==> config.mk <==
export PLATFORM = sky130hd
export DESIGN_NAME = ifid_pipe_reg_flat
export DESIGN_NICKNAME = d
export VERILOG_FILES = /design/src/rtl/ifid_pipe_reg_if.sv /design/src/rtl/ifid_pipe_reg.sv /design/src/flat_wrapper.sv
export SDC_FILE = /design/constraint.sdc
export NUM_CORES = 1
export LEC_CHECK = 0
export CAP_MARGIN = 20
export CORE_ASPECT_RATIO = 0.9
export CORE_MARGIN = 5
export CORE_UTILIZATION = 35
export DETAILED_ROUTE_END_ITERATION = 6
export GPL_TIMING_DRIVEN = 0
export PLACE_DENSITY_LB_ADDON = 0.08
export SYNTH_ARGS = -nofsm -noshare
export SYNTH_HDL_FRONTEND = slang
export SYNTH_SLANG_ARGS = --single-unit
==> constraint.sdc <==
create_clock -name clk -period 4.08 [get_ports clk]
set_input_delay 0.612 -clock clk [delete_from_list [all_inputs] [get_ports clk]]
set_output_delay 0.612 -clock clk [all_outputs]
set_load 0.005 [all_outputs]
==> src/rtl/ifid_pipe_reg_if.sv <==
// IF/ID stage bus: fetch-side valid/ready beat in, decode-side head out.
interface ifid_pipe_reg_if #(
    parameter int DATA_W = 32,
    parameter int ADDR_W = 32
);
    logic              in_valid;
    logic              in_ready;
    logic [DATA_W-1:0] instr_in;
    logic [ADDR_W-1:0] pc_in;
    logic              out_valid;
    logic              out_ready;
    logic [DATA_W-1:0] instr_d;
    logic [ADDR_W-1:0] pc_d;
    logic [ADDR_W-1:0] pc4_d;
    logic [ADDR_W-1:0] pc8_d;
    logic              adel_d;

    modport master (
        output in_valid, instr_in, pc_in, out_ready,
        input  in_ready, out_valid, instr_d, pc_d, pc4_d, pc8_d, adel_d
    );

    modport slave (
        input  in_valid, instr_in, pc_in, out_ready,
        output in_ready, out_valid, instr_d, pc_d, pc4_d, pc8_d, adel_d
    );
endinterface

==> src/rtl/ifid_pipe_reg.sv <==
// IF/ID pipeline register with optional 2-entry skid buffer and
// interrupt/eret/flush redirects that turn held entries into bubbles.
module ifid_pipe_reg #(
    parameter int                 DATA_W   = 32,
    parameter int                 ADDR_W   = 32,
    parameter logic [ADDR_W-1:0]  RESET_PC = 32'h0000_3000,
    parameter logic [ADDR_W-1:0]  EXC_VEC  = 32'h0000_4180,
    parameter logic [DATA_W-1:0]  NOP      = 32'h0000_0000,
    parameter int                 SKID     = 1
) (
    input  logic              clk,
    input  logic              reset,
    input  logic              intreq,
    input  logic              eret,
    input  logic [ADDR_W-1:0] epc,
    input  logic              flush,
    ifid_pipe_reg_if.slave    bus
);
    typedef enum logic [1:0] {EMPTY, HEAD, FULL} state_t;

    state_t            state;
    logic [DATA_W-1:0] head_instr, skid_instr;
    logic [ADDR_W-1:0] head_pc, skid_pc;
    logic              head_adel, skid_adel;
    logic              rdy_q;
    logic              redirect, xin, xout, in_adel;

    assign redirect = intreq || eret;

    // With the skid buffer, in_ready comes from a register so a decode stall
    // never reaches fetch combinationally; redirects still gate it.
    assign bus.in_ready  = (SKID != 0) ? (rdy_q && !redirect)
                                       : ((bus.out_ready || state == EMPTY) && !redirect);
    assign bus.out_valid = (state != EMPTY);
    assign bus.instr_d   = head_instr;
    assign bus.pc_d      = head_pc;
    assign bus.pc4_d     = head_pc + ADDR_W'(4);
    assign bus.pc8_d     = head_pc + ADDR_W'(8);
    assign bus.adel_d    = head_adel;

    assign xin     = bus.in_valid && bus.in_ready;
    assign xout    = bus.out_valid && bus.out_ready;
    assign in_adel = (bus.pc_in[1:0] != 2'b00);

    always_ff @(posedge clk) begin
        if (reset) begin
            state      <= EMPTY;
            head_instr <= NOP;
            head_pc    <= RESET_PC;
            head_adel  <= 1'b0;
            skid_instr <= '0;
            skid_pc    <= '0;
            skid_adel  <= 1'b0;
            rdy_q      <= 1'b1;
        end else if (intreq || eret || flush) begin
            state      <= EMPTY;
            head_instr <= NOP;
            head_adel  <= 1'b0;
            rdy_q      <= 1'b1;
            if (intreq)
                head_pc <= EXC_VEC;
            else if (eret)
                head_pc <= epc;
        end else begin
            case (state)
                EMPTY: begin
                    if (xin) begin
                        head_instr <= bus.instr_in;
                        head_pc    <= bus.pc_in;
                        head_adel  <= in_adel;
                        state      <= HEAD;
                    end
                end
                HEAD: begin
                    // Without a skid buffer, xin in HEAD implies xout.
                    if (xin && xout) begin
                        head_instr <= bus.instr_in;
                        head_pc    <= bus.pc_in;
                        head_adel  <= in_adel;
                    end else if (xin) begin
                        skid_instr <= bus.instr_in;
                        skid_pc    <= bus.pc_in;
                        skid_adel  <= in_adel;
                        state      <= FULL;
                        rdy_q      <= 1'b0;
                    end else if (xout) begin
                        head_instr <= NOP;
                        head_adel  <= 1'b0;
                        state      <= EMPTY;
                    end
                end
                FULL: begin
                    if (xout) begin
                        head_instr <= skid_instr;
                        head_pc    <= skid_pc;
                        head_adel  <= skid_adel;
                        state      <= HEAD;
                        rdy_q      <= 1'b1;
                    end
                end
                default: state <= EMPTY;
            endcase
        end
    end
endmodule

==> src/flat_wrapper.sv <==
// flat-port wrapper written by rule: the top's interface ports become plain ports
module ifid_pipe_reg_flat 
#(
    parameter int                 DATA_W   = 32,
    parameter int                 ADDR_W   = 32,
    parameter logic [ADDR_W-1:0]  RESET_PC = 32'h0000_3000,
    parameter logic [ADDR_W-1:0]  EXC_VEC  = 32'h0000_4180,
    parameter logic [DATA_W-1:0]  NOP      = 32'h0000_0000,
    parameter int                 SKID     = 1
)
  (clk, reset, intreq, eret, epc, flush, bus_in_valid, bus_instr_in, bus_pc_in, bus_out_ready, bus_in_ready, bus_out_valid, bus_instr_d, bus_pc_d, bus_pc4_d, bus_pc8_d, bus_adel_d);
  ifid_pipe_reg_if #(.DATA_W(DATA_W), .ADDR_W(ADDR_W)) bus_i ();
  input  logic clk;
  input  logic reset;
  input  logic intreq;
  input  logic eret;
  input  logic [ADDR_W-1:0] epc;
  input  logic flush;
  input wire logic [$bits(bus_i.in_valid)-1:0] bus_in_valid;
  input wire logic [$bits(bus_i.instr_in)-1:0] bus_instr_in;
  input wire logic [$bits(bus_i.pc_in)-1:0] bus_pc_in;
  input wire logic [$bits(bus_i.out_ready)-1:0] bus_out_ready;
  output wire logic [$bits(bus_i.in_ready)-1:0] bus_in_ready;
  output wire logic [$bits(bus_i.out_valid)-1:0] bus_out_valid;
  output wire logic [$bits(bus_i.instr_d)-1:0] bus_instr_d;
  output wire logic [$bits(bus_i.pc_d)-1:0] bus_pc_d;
  output wire logic [$bits(bus_i.pc4_d)-1:0] bus_pc4_d;
  output wire logic [$bits(bus_i.pc8_d)-1:0] bus_pc8_d;
  output wire logic [$bits(bus_i.adel_d)-1:0] bus_adel_d;
  assign bus_i.in_valid = bus_in_valid;
  assign bus_i.instr_in = bus_instr_in;
  assign bus_i.pc_in = bus_pc_in;
  assign bus_i.out_ready = bus_out_ready;
  assign bus_in_ready = bus_i.in_ready;
  assign bus_out_valid = bus_i.out_valid;
  assign bus_instr_d = bus_i.instr_d;
  assign bus_pc_d = bus_i.pc_d;
  assign bus_pc4_d = bus_i.pc4_d;
  assign bus_pc8_d = bus_i.pc8_d;
  assign bus_adel_d = bus_i.adel_d;
  ifid_pipe_reg #(.DATA_W(DATA_W), .ADDR_W(ADDR_W), .RESET_PC(RESET_PC), .EXC_VEC(EXC_VEC), .NOP(NOP), .SKID(SKID)) u_core (.clk(clk), .reset(reset), .intreq(intreq), .eret(eret), .epc(epc), .flush(flush), .bus(bus_i));
endmodule
# Word-level counts from Yosys, hierarchy flattened

Cells that the tools add are included.

Output and inout bits: 131
Bits in registers: 133
Input bits: 103

Bitwise operators: 2
Mux-type cells: 29
Eq/ne operators: 13
Reduce and logical (&&, ||, !) cells: 19
Add/sub/neg operators: 2

Operators by type and width:

| cell                                                                    | count |
|---|---|
| 32-bit two-way mux                                                      | 11 |
| 32-bit case mux with 3 select lines                                     | 2 |
| 32-bit by 3-bit adder with 32-bit output, second input constant         | 1 |
| 32-bit by 4-bit adder with 32-bit output, second input constant         | 1 |
| 3-bit by 1-bit inequality test with 1-bit output, second input constant | 4 |
| 4-bit AND reduction                                                     | 3 |
| 2-bit two-way mux                                                       | 5 |
| 5-bit AND reduction                                                     | 2 |
| 1-bit two-way mux                                                       | 8 |
| 2-bit by 1-bit inequality test with 1-bit output, second input constant | 3 |
| 3-bit inequality test, second input constant                            | 2 |
| 2-bit case mux with 3 select lines                                      | 1 |
| 2-bit nonzero test                                                      | 3 |
| 1-bit logical AND                                                       | 4 |
| 4-bit nonzero test                                                      | 1 |
| 3-bit by 2-bit inequality test with 1-bit output, second input constant | 1 |
| 1-bit case mux with 3 select lines                                      | 1 |
| 3-bit nonzero test                                                      | 1 |
| 2-bit by 1-bit equality test with 1-bit output, second input constant   | 1 |
| 2-bit equality test, second input constant                              | 1 |
| 2-bit zero test                                                         | 1 |
| 1-bit logical OR                                                        | 2 |
| 2-bit inequality test, second input constant                            | 1 |
| 1-bit NOT                                                               | 2 |
| 3 further kinds                                                         | 3 |

# Depth between registers and ports, before layout

Gate-level depths: netlist of the first run.

Depth in word-level cells: 8
Depth in mapped cells: 9
Mapped depth without buffers: 6

# Worst setup path after synthesis of the first run

OpenSTA, ideal clock, no wires.

Path type: reg-to-output
From: reg u_core.head_pc[4], in the netlist u_core.bus.pc_d[4]
To: out bus_pc4_d[29]
Cell stages (with the launch flop): 6
Path slack: 1.830 ns
Required time: 3.468 ns
Arrival time: 1.638 ns
Path through: dfxtp_1 ha_1 and3_1 nand4_2 nor4_1 xor2_1

Longest elaborated chain between the ends: 1

RTL lines:

| item                                     | line                | text |
|---|---|---|
| from (decl)                              | ifid_pipe_reg.sv:23 | `logic [ADDR_W-1:0] head_pc, skid_pc;` |
| from (signal assigned)                   | ifid_pipe_reg.sv:63 | `head_pc <= epc;` |
| from (signal assigned)                   | ifid_pipe_reg.sv:69 | `head_pc <= bus.pc_in;` |
| from (signal assigned)                   | ifid_pipe_reg.sv:78 | `head_pc <= bus.pc_in;` |
| 32-bit by 3-bit adder with 32-bit output | ifid_pipe_reg.sv:37 | `assign bus.pc4_d = head_pc + ADDR_W'(4);` |
| to (decl)                                | flat_wrapper.sv:27  | `output wire logic [$bits(bus_i.pc4_d)-1:0] bus_pc4_d;` |

Every way passes these cells.

# Worst setup path in the final report of the first run

From: in eret
To: out bus_in_ready

Longest elaborated chain between the ends: 3

RTL lines:

| item              | line                | text |
|---|---|---|
| from (decl)       | flat_wrapper.sv:16  | `input logic eret;` |
| 1-bit logical OR  | ifid_pipe_reg.sv:28 | `assign redirect = intreq \|\| eret;` |
| 1-bit zero test   | ifid_pipe_reg.sv:32 | `assign bus.in_ready = (SKID != 0) ? (rdy_q && !redirect)` |
| 1-bit logical AND | ifid_pipe_reg.sv:32 |  |
| to (decl)         | flat_wrapper.sv:23  | `output wire logic [$bits(bus_i.in_ready)-1:0] bus_in_ready;` |

Every way passes these cells.

==> summary.md, run 1 <==
| Metric | Value |
|---|---|
| Number of cell rows | `49` |
| Critical path start-end classification | `in -> out` |
| Nets | `1,236` |
| Post-synth top flop | `sky130_fd_sc_hd__dfxtp_1` |
| Buffers added on ports | `231` |
| Pin count of the biggest net entering global routing | `17` |
| Largest fanout on the critical path | `10` |
| Total number of yosys warnings | `0` |
| Post-detailed-placement cell area | `9769 sq um` |
| Total negative slack for setup checks | `0 ps` |
| Post-CTS setup buffers | `0` |
| Number of enable flip-flop cells after synthesis | `0` |
| First-pass GRT wire length | `40,070 um` |
| Later-pin clock latency in the skew report | `430 ps` |
| H-tree depth | `4` |
| Data required, critical path | `3470 ps` |
| Number of buffers added by the clock tree synthesis step | `17` |
| Number of maximum-capacitance constraint violations | `0` |
| Total I/O pin count | `234` |
| HPWL after detailed placement | `19,590 um` |
| DR WL/cell | `18.58 um` |
| Slew HR | `43.17%` |
| Final setup skew | `9.494 ps` |
| Most common cell after layout, fill and taps aside | `sky130_fd_sc_hd__clkdlybuf4s50_1` |
| Worst hold path cell count | `2` |
| Number of global-route vias before repair | `6,980` |
| DR iter-0 viols | `448` |
| # resized after CTS | `0` |
| Number of search-and-repair iterations in the first detailed-routing pass | `5` |
| GR Util All Layers | `21.50%` |
| Via density per instance | `5.280` |
| Count of clock tree sinks | `133` |
| Die area | `23,350 sq um` |
| Cts hold-fix bufs | `0` |
| Minimum clock period after layout | `3604 ps` |
| Gate count after technology mapping | `876` |
| Detailed-route via count | `7,371` |
| Clock tree from TritonCTS | `done` |
| Root Buffer | `sky130_fd_sc_hd__clkbuf_16` |
| DRC Markers | `0` |
| Sequential element share of the synthesized area | `37.30%` |
| CP Capture Type | `output pin` |
| Initial core utilization | `35.61%` |
| Worst Hold Margin | `453.6 ps` |
| Fraction of final layout cells sized beyond drive strength 1 | `10.97%` |
| Result of the run | `completed` |
| Power density cells | `339.1 nW/um^2` |
| Commonest non-fill, non-tap cells in the layout | `sky130_fd_sc_hd__clkdlybuf4s50_1, sky130_fd_sc_hd__nand2_1, sky130_fd_sc_hd__dfxtp_1` |
| Antenna Violating Nets Remaining | `0` |
| RSZ-0062 raised after global routing | `false` |
| Layout Area Growth over Synthesis | `45.64%` |
| Aggregate routed wire length | `25,940 um` |
| Post-Synthesis Cell Area | `7138 sq um` |
| Post-route cell area | `10,400 sq um` |
| Fmax | `277.5 MHz` |
| Max rail drop VDD | `0.2290 mV` |
| Net Count, Synth | `986` |
| CP Launch Type | `input pin` |
| Final setup viols | `0` |
| Antenna violations before repair | `3` |
| Post-route total power | `0.003525 W` |
| Pin slew with the least headroom to its limit | `852.5 ps` |
| CP arrival | `2990 ps` |
| Slew Viols, Final | `0` |
| Routability Congestion | `0.8529` |
| Number of hold-slack violations in the final timing report | `0` |
| Number of cells traversed by the worst register-to-register path | `7` |
| Max Root-Sink Buffers | `2` |
| Synthesized area per cell | `8.149 sq um` |
| Synthesis-stage register bit count | `133` |
| Chip Height | `145.5 um` |
| Global-route congestion overflow total | `0` |
| Share of flip-flops with an asynchronous set or reset | `0%` |
| Core box area | `20,050 sq um` |
| Clock transition at the register clock pins on the worst setup and hold paths after CTS | `60 ps` |
| Die span in x | `160.5 um` |
| Leakage | `3.660 nW` |
| Count of distinct cell types in the synthesized netlist | `48` |
| Final Cycle Share | `88.32%` |
| Worst Hold Class | `reg -> reg` |
-- metal layers --
| metal | track usage, % | up-vias | share of wire (%) |
|---|---|---|---|
| li1 | - | 3634 | - |
| met1 | 29.83 | 3462 | 46 |
| met2 | 33.06 | 245 | 44 |
| met3 | 5.692 | 28 | 7.5 |
| met4 | 5.892 | 2 | 1.8 |
| met5 | 0 | - | 0.027 |
-- power by group --
part	leakage (nW)	internal, W	switching [W]
clock	0.301	0.000949	0.000669
combinational	2.28	0.000316	0.000237
sequential	1.08	0.00133	0.0000282
total	3.66	0.00259	0.000935
-- flip-flops by register name, summed over array words and instances, names as in the netlist --
| signal | count |
|---|---|
| u_core.state | 2 |
| u_core.skid_instr | 32 |
| u_core.rdy_q | 1 |
| u_core.bus.instr_d | 32 |
| u_core.bus.pc_d | 32 |
| u_core.skid_pc | 32 |
| u_core.bus.adel_d | 1 |
| u_core.skid_adel | 1 |
-- cell families after synthesis --
group	after synthesis	share of synthesized area, %
AO/OA/AOI/OAI	186	17.27
XOR/XNOR	55	6.748
adder cells (fa/ha/maj)	7	1.227
buffers and inverters	102	7.502
flip-flops	133	37.30
multiplexers	32	4.996
AND/OR/NAND/NOR	361	24.96
-- synthesized netlist by cell type, types with 11 or more instances --
| cell type | instances | area [sq um] |
|---|---|---|
| sky130_fd_sc_hd__nand2_1 | 153 | 574.3 |
| sky130_fd_sc_hd__dfxtp_1 | 133 | 2663 |
| sky130_fd_sc_hd__a21oi_1 | 74 | 370.4 |
| sky130_fd_sc_hd__nor3_1 | 66 | 330.3 |
| sky130_fd_sc_hd__a221oi_1 | 59 | 516.8 |
| sky130_fd_sc_hd__nor2_1 | 48 | 180.2 |
| sky130_fd_sc_hd__clkbuf_1 | 40 | 150.1 |
| sky130_fd_sc_hd__o21ai_0 | 36 | 180.2 |
| sky130_fd_sc_hd__buf_2 | 29 | 145.1 |
| sky130_fd_sc_hd__mux2_2 | 29 | 326.6 |
| sky130_fd_sc_hd__nor3b_1 | 29 | 217.7 |
| sky130_fd_sc_hd__xnor2_1 | 29 | 254.0 |
| sky130_fd_sc_hd__xor2_1 | 26 | 227.7 |
| sky130_fd_sc_hd__nand3_1 | 22 | 110.1 |
| sky130_fd_sc_hd__buf_6 | 11 | 123.9 |
-- worst max-delay path, stage by stage --
cell,delay [ps]
sky130_fd_sc_hd__clkdlybuf4s50_1,530
sky130_fd_sc_hd__nor2_1,570
sky130_fd_sc_hd__clkbuf_1,530
sky130_fd_sc_hd__and2_1,210
sky130_fd_sc_hd__clkdlybuf4s50_1,520
-- metrics by stage --
step,worst slack [ps],std cells,utilization [%]
2_1_floorplan,1830,876,-
3_3_place_gp,508.2,1362,48.73
3_5_place_dp,504.9,1362,48.73
4_1_cts,485.4,1394,51.83
5_1_grt,333.2,1396,51.86
6_report,476.5,1396,51.86
-- cell type report --
cell class                 count  area, sq um
clock buffer                  18        439.2
inverter                       8        30.03
clock inverter                14        182.7
sequential                   133         2663
fill                        1925         9652
buffer                        94        505.5
tap                          255        319.1
timing repair buffer         231         2312
antenna                        2        5.005
multi-input combinational    641         3940
-- worst paths after layout --
path	to	slack [ps]	from
max	bus_in_ready	480	eret
min	u_core.skid_pc[13]	450	u_core.skid_pc[13]
max reg2reg	u_core.bus.pc_d[11]	1460	u_core.state[0]
min reg2reg	u_core.skid_pc[13]	450	u_core.skid_pc[13]
No activity file was read; power rests on OpenSTA's default activity.
==> run 2: changes to the inputs <==
--- a/config.mk
+++ b/config.mk
@@ -15,3 +15,4 @@
 export SYNTH_ARGS = -nofsm -noshare
 export SYNTH_HDL_FRONTEND = slang
 export SYNTH_SLANG_ARGS = --single-unit
+export TNS_END_PERCENT = 10
==> results of run 2 <==
The final DEF is identical to that of run 1; final timing and power are the same.
==> run 3: changes to the inputs <==
==> constraint.sdc (replaced) <==
create_clock -name clk -period 3.6 [get_ports clk]
set_input_delay 0.54 -clock clk [delete_from_list [all_inputs] [get_ports clk]]
set_output_delay 0.54 -clock clk [all_outputs]
set_load 0.005 [all_outputs]
==> run 3 against run 2 <==
  * First-iteration DRC count is 0.89% lower
  * Largest cell class unchanged
  * Non-clock buffer count stayed put
  * Clock power is 13% higher
  * Register-to-register slack worse by 520 ps
  * Largest power group unchanged
  * Critical endpoint unchanged
  * Via count is 0.27% higher
==> summary.md, run 3 (synthesis gave the netlist of run 1 again) <==
| Metric | Value |
|---|---|
| Result of the run | `completed` |
| Routability Congestion | `0.8529` |
| DRC Markers | `0` |
| Slew Viols, Final | `0` |
| H-tree depth | `4` |
| Clock transition at the register clock pins on the worst setup and hold paths after CTS | `60 ps` |
| Global-route congestion overflow total | `0` |
| Aggregate routed wire length | `25,980 um` |
| Number of hold-slack violations in the final timing report | `0` |
| Final Cycle Share | `95.95%` |
| Final setup skew | `9.119 ps` |
| Internal power component | `0.002936 W` |
| Comb pwr share | `15.7%` |
| Via density per instance | `5.294` |
| Number of buffers added by the clock tree synthesis step | `17` |
| Filler Cell Count | `1,926` |
| Critical path start-end classification | `in -> out` |
| Root Buffer | `sky130_fd_sc_hd__clkbuf_16` |
| First-pass GRT wire length | `40,070 um` |
| Worst Hold Class | `reg -> reg` |
| Die area | `23,350 sq um` |
| GR Util All Layers | `21.50%` |
| Met1 GRT Util | `29.83%` |
| Area used by sequential logic in the layout | `2663 sq um` |
| CP Capture Type | `output pin` |
| Post-CTS setup buffers | `0` |
| Total negative slack for setup checks | `0 ps` |
| Buffers added on ports | `231` |
| Max rail drop VDD | `0.2604 mV` |
| HPWL after detailed placement | `19,590 um` |
| Cts hold-fix bufs | `0` |
| Pin count of the biggest net entering global routing | `17` |
| Minimum clock period after layout | `3454 ps` |
| Fmax | `289.5 MHz` |
| Initial core utilization | `35.61%` |
| Total I/O pin count | `234` |
| Final setup viols | `0` |
| Count of clock tree sinks | `133` |
| Area of the multi-input gates | `3959 sq um` |
| Number of maximum-capacitance constraint violations | `0` |
| Most common cell after layout, fill and taps aside | `sky130_fd_sc_hd__clkdlybuf4s50_1` |
| DR WL/cell | `18.61 um` |
| Leakage | `3.660 nW` |
| Met3 track demand over resource in global routing | `5.692%` |
| Layout Area Growth over Synthesis | `45.91%` |
| Max Root-Sink Buffers | `2` |
| Relative contribution of sequential cells to total power | `38.4%` |
| Number of search-and-repair iterations in the first detailed-routing pass | `5` |
| CP arrival | `2910 ps` |
| Slew HR | `41.48%` |
| Fraction of final layout cells sized beyond drive strength 1 | `11.24%` |
| CP Launch Type | `input pin` |
| Number of global-route vias before repair | `6,980` |
| Pin slew with the least headroom to its limit | `877.8 ps` |
| Antenna violations before repair | `3` |
| Commonest non-fill, non-tap cells in the layout | `sky130_fd_sc_hd__clkdlybuf4s50_1, sky130_fd_sc_hd__nand2_1, sky130_fd_sc_hd__dfxtp_1` |
| Clock tree from TritonCTS | `done` |
| RSZ-0062 raised after global routing | `true` |
| Later-pin clock latency in the skew report | `430 ps` |
| DR iter-0 viols | `444` |
| Net Switching | `0.001060 W` |
| Worst Hold Margin | `453.5 ps` |
| Number of cell rows | `49` |
| Power density cells | `383.6 nW/um^2` |
| GRT busiest layer | `met2` |
| Detailed-route via count | `7,391` |
| Core box area | `20,050 sq um` |
| Largest fanout on the critical path | `10` |
| Data required, critical path | `3060 ps` |
| Switching portion of total power | `26.52%` |
| Fraction of power consumed by the clock network | `45.9%` |
| Met2 GRT Util | `33.06%` |
| Chip Height | `145.5 um` |
| Post-route total power | `0.003995 W` |
| Antenna Violating Nets Remaining | `0` |
| Nets | `1,236` |
| Die span in x | `160.5 um` |
==> run 3: cell types whose count changed in the layout (fill, tap and decap cells not counted) <==
cell                     before  now
sky130_fd_sc_hd__nor4_1       8    5
sky130_fd_sc_hd__nor4_2       1    4
==> run 3: timing repair <==
action / CTS / global route
gates resized for setup: 0 / 3
setup endpoints to repair: 0 / 6
hold endpoints to repair: 0 / 0
==> run 3: metal layers <==
layer / vias up / wire length [um]
met1: 3500 / 12200
met3: 30 / 1670
met2: 224 / 11620
met4: 2 / 476
met5: - / 7
li1: 3635 / -
==> run 3: worst max-delay path, cell delays in order <==
cell,delay [ps]
sky130_fd_sc_hd__clkdlybuf4s50_1,530
sky130_fd_sc_hd__nor2_1,570
sky130_fd_sc_hd__clkbuf_1,530
sky130_fd_sc_hd__and2_1,210
sky130_fd_sc_hd__clkdlybuf4s50_1,520
==> run 3: cell type report <==
cell class | count | share of cell area [%]
diodes | 2 | 0.04805
plain buffers | 94 | 4.853
clock buffers | 18 | 4.217
clock inverters | 14 | 1.754
inverters | 8 | 0.2883
multi-input cells | 641 | 38.01
flip-flops and latches | 133 | 25.56
well taps | 255 | 3.063
repair buffers | 231 | 22.20
==> run 3: power by group through the flow <==
stage | clock network [W] | logic, W | registers [W]
2_1_floorplan | 0 | 0.000253 | 0.00156
3_3_place_gp | 0 | 0.000628 | 0.00157
3_5_place_dp | 0 | 0.000627 | 0.00157
4_1_cts | 0.00187 | 0.000630 | 0.00153
5_1_grt | 0.00194 | 0.000677 | 0.00154
6_report | 0.00183 | 0.000628 | 0.00153
==> run 3: worst paths after layout <==
check                                        start             endpoint  slack [ps]  cells after the start
worst max-delay path                          eret         bus_in_ready         150                      5
worst min-delay path            u_core.skid_pc[13]   u_core.skid_pc[13]         450                      2
worst max register to register     u_core.state[0]  u_core.bus.pc_d[11]         940                      7
worst min register to register  u_core.skid_pc[13]   u_core.skid_pc[13]         450                      2
==> run 3: through the flow <==
step / std cells / worst slack [ps] / utilization (%) / instance area, sq um
finish: 1396 / 145.8 / 51.95 / 10420
global route: 1396 / -1.460 / 51.95 / 10420
CTS: 1394 / 127.8 / 51.83 / 10390
detailed placement: 1362 / 168.9 / 48.73 / 9769
global placement: 1362 / 172.2 / 48.73 / 9769
floorplan: 876 / 1422 / - / 7138
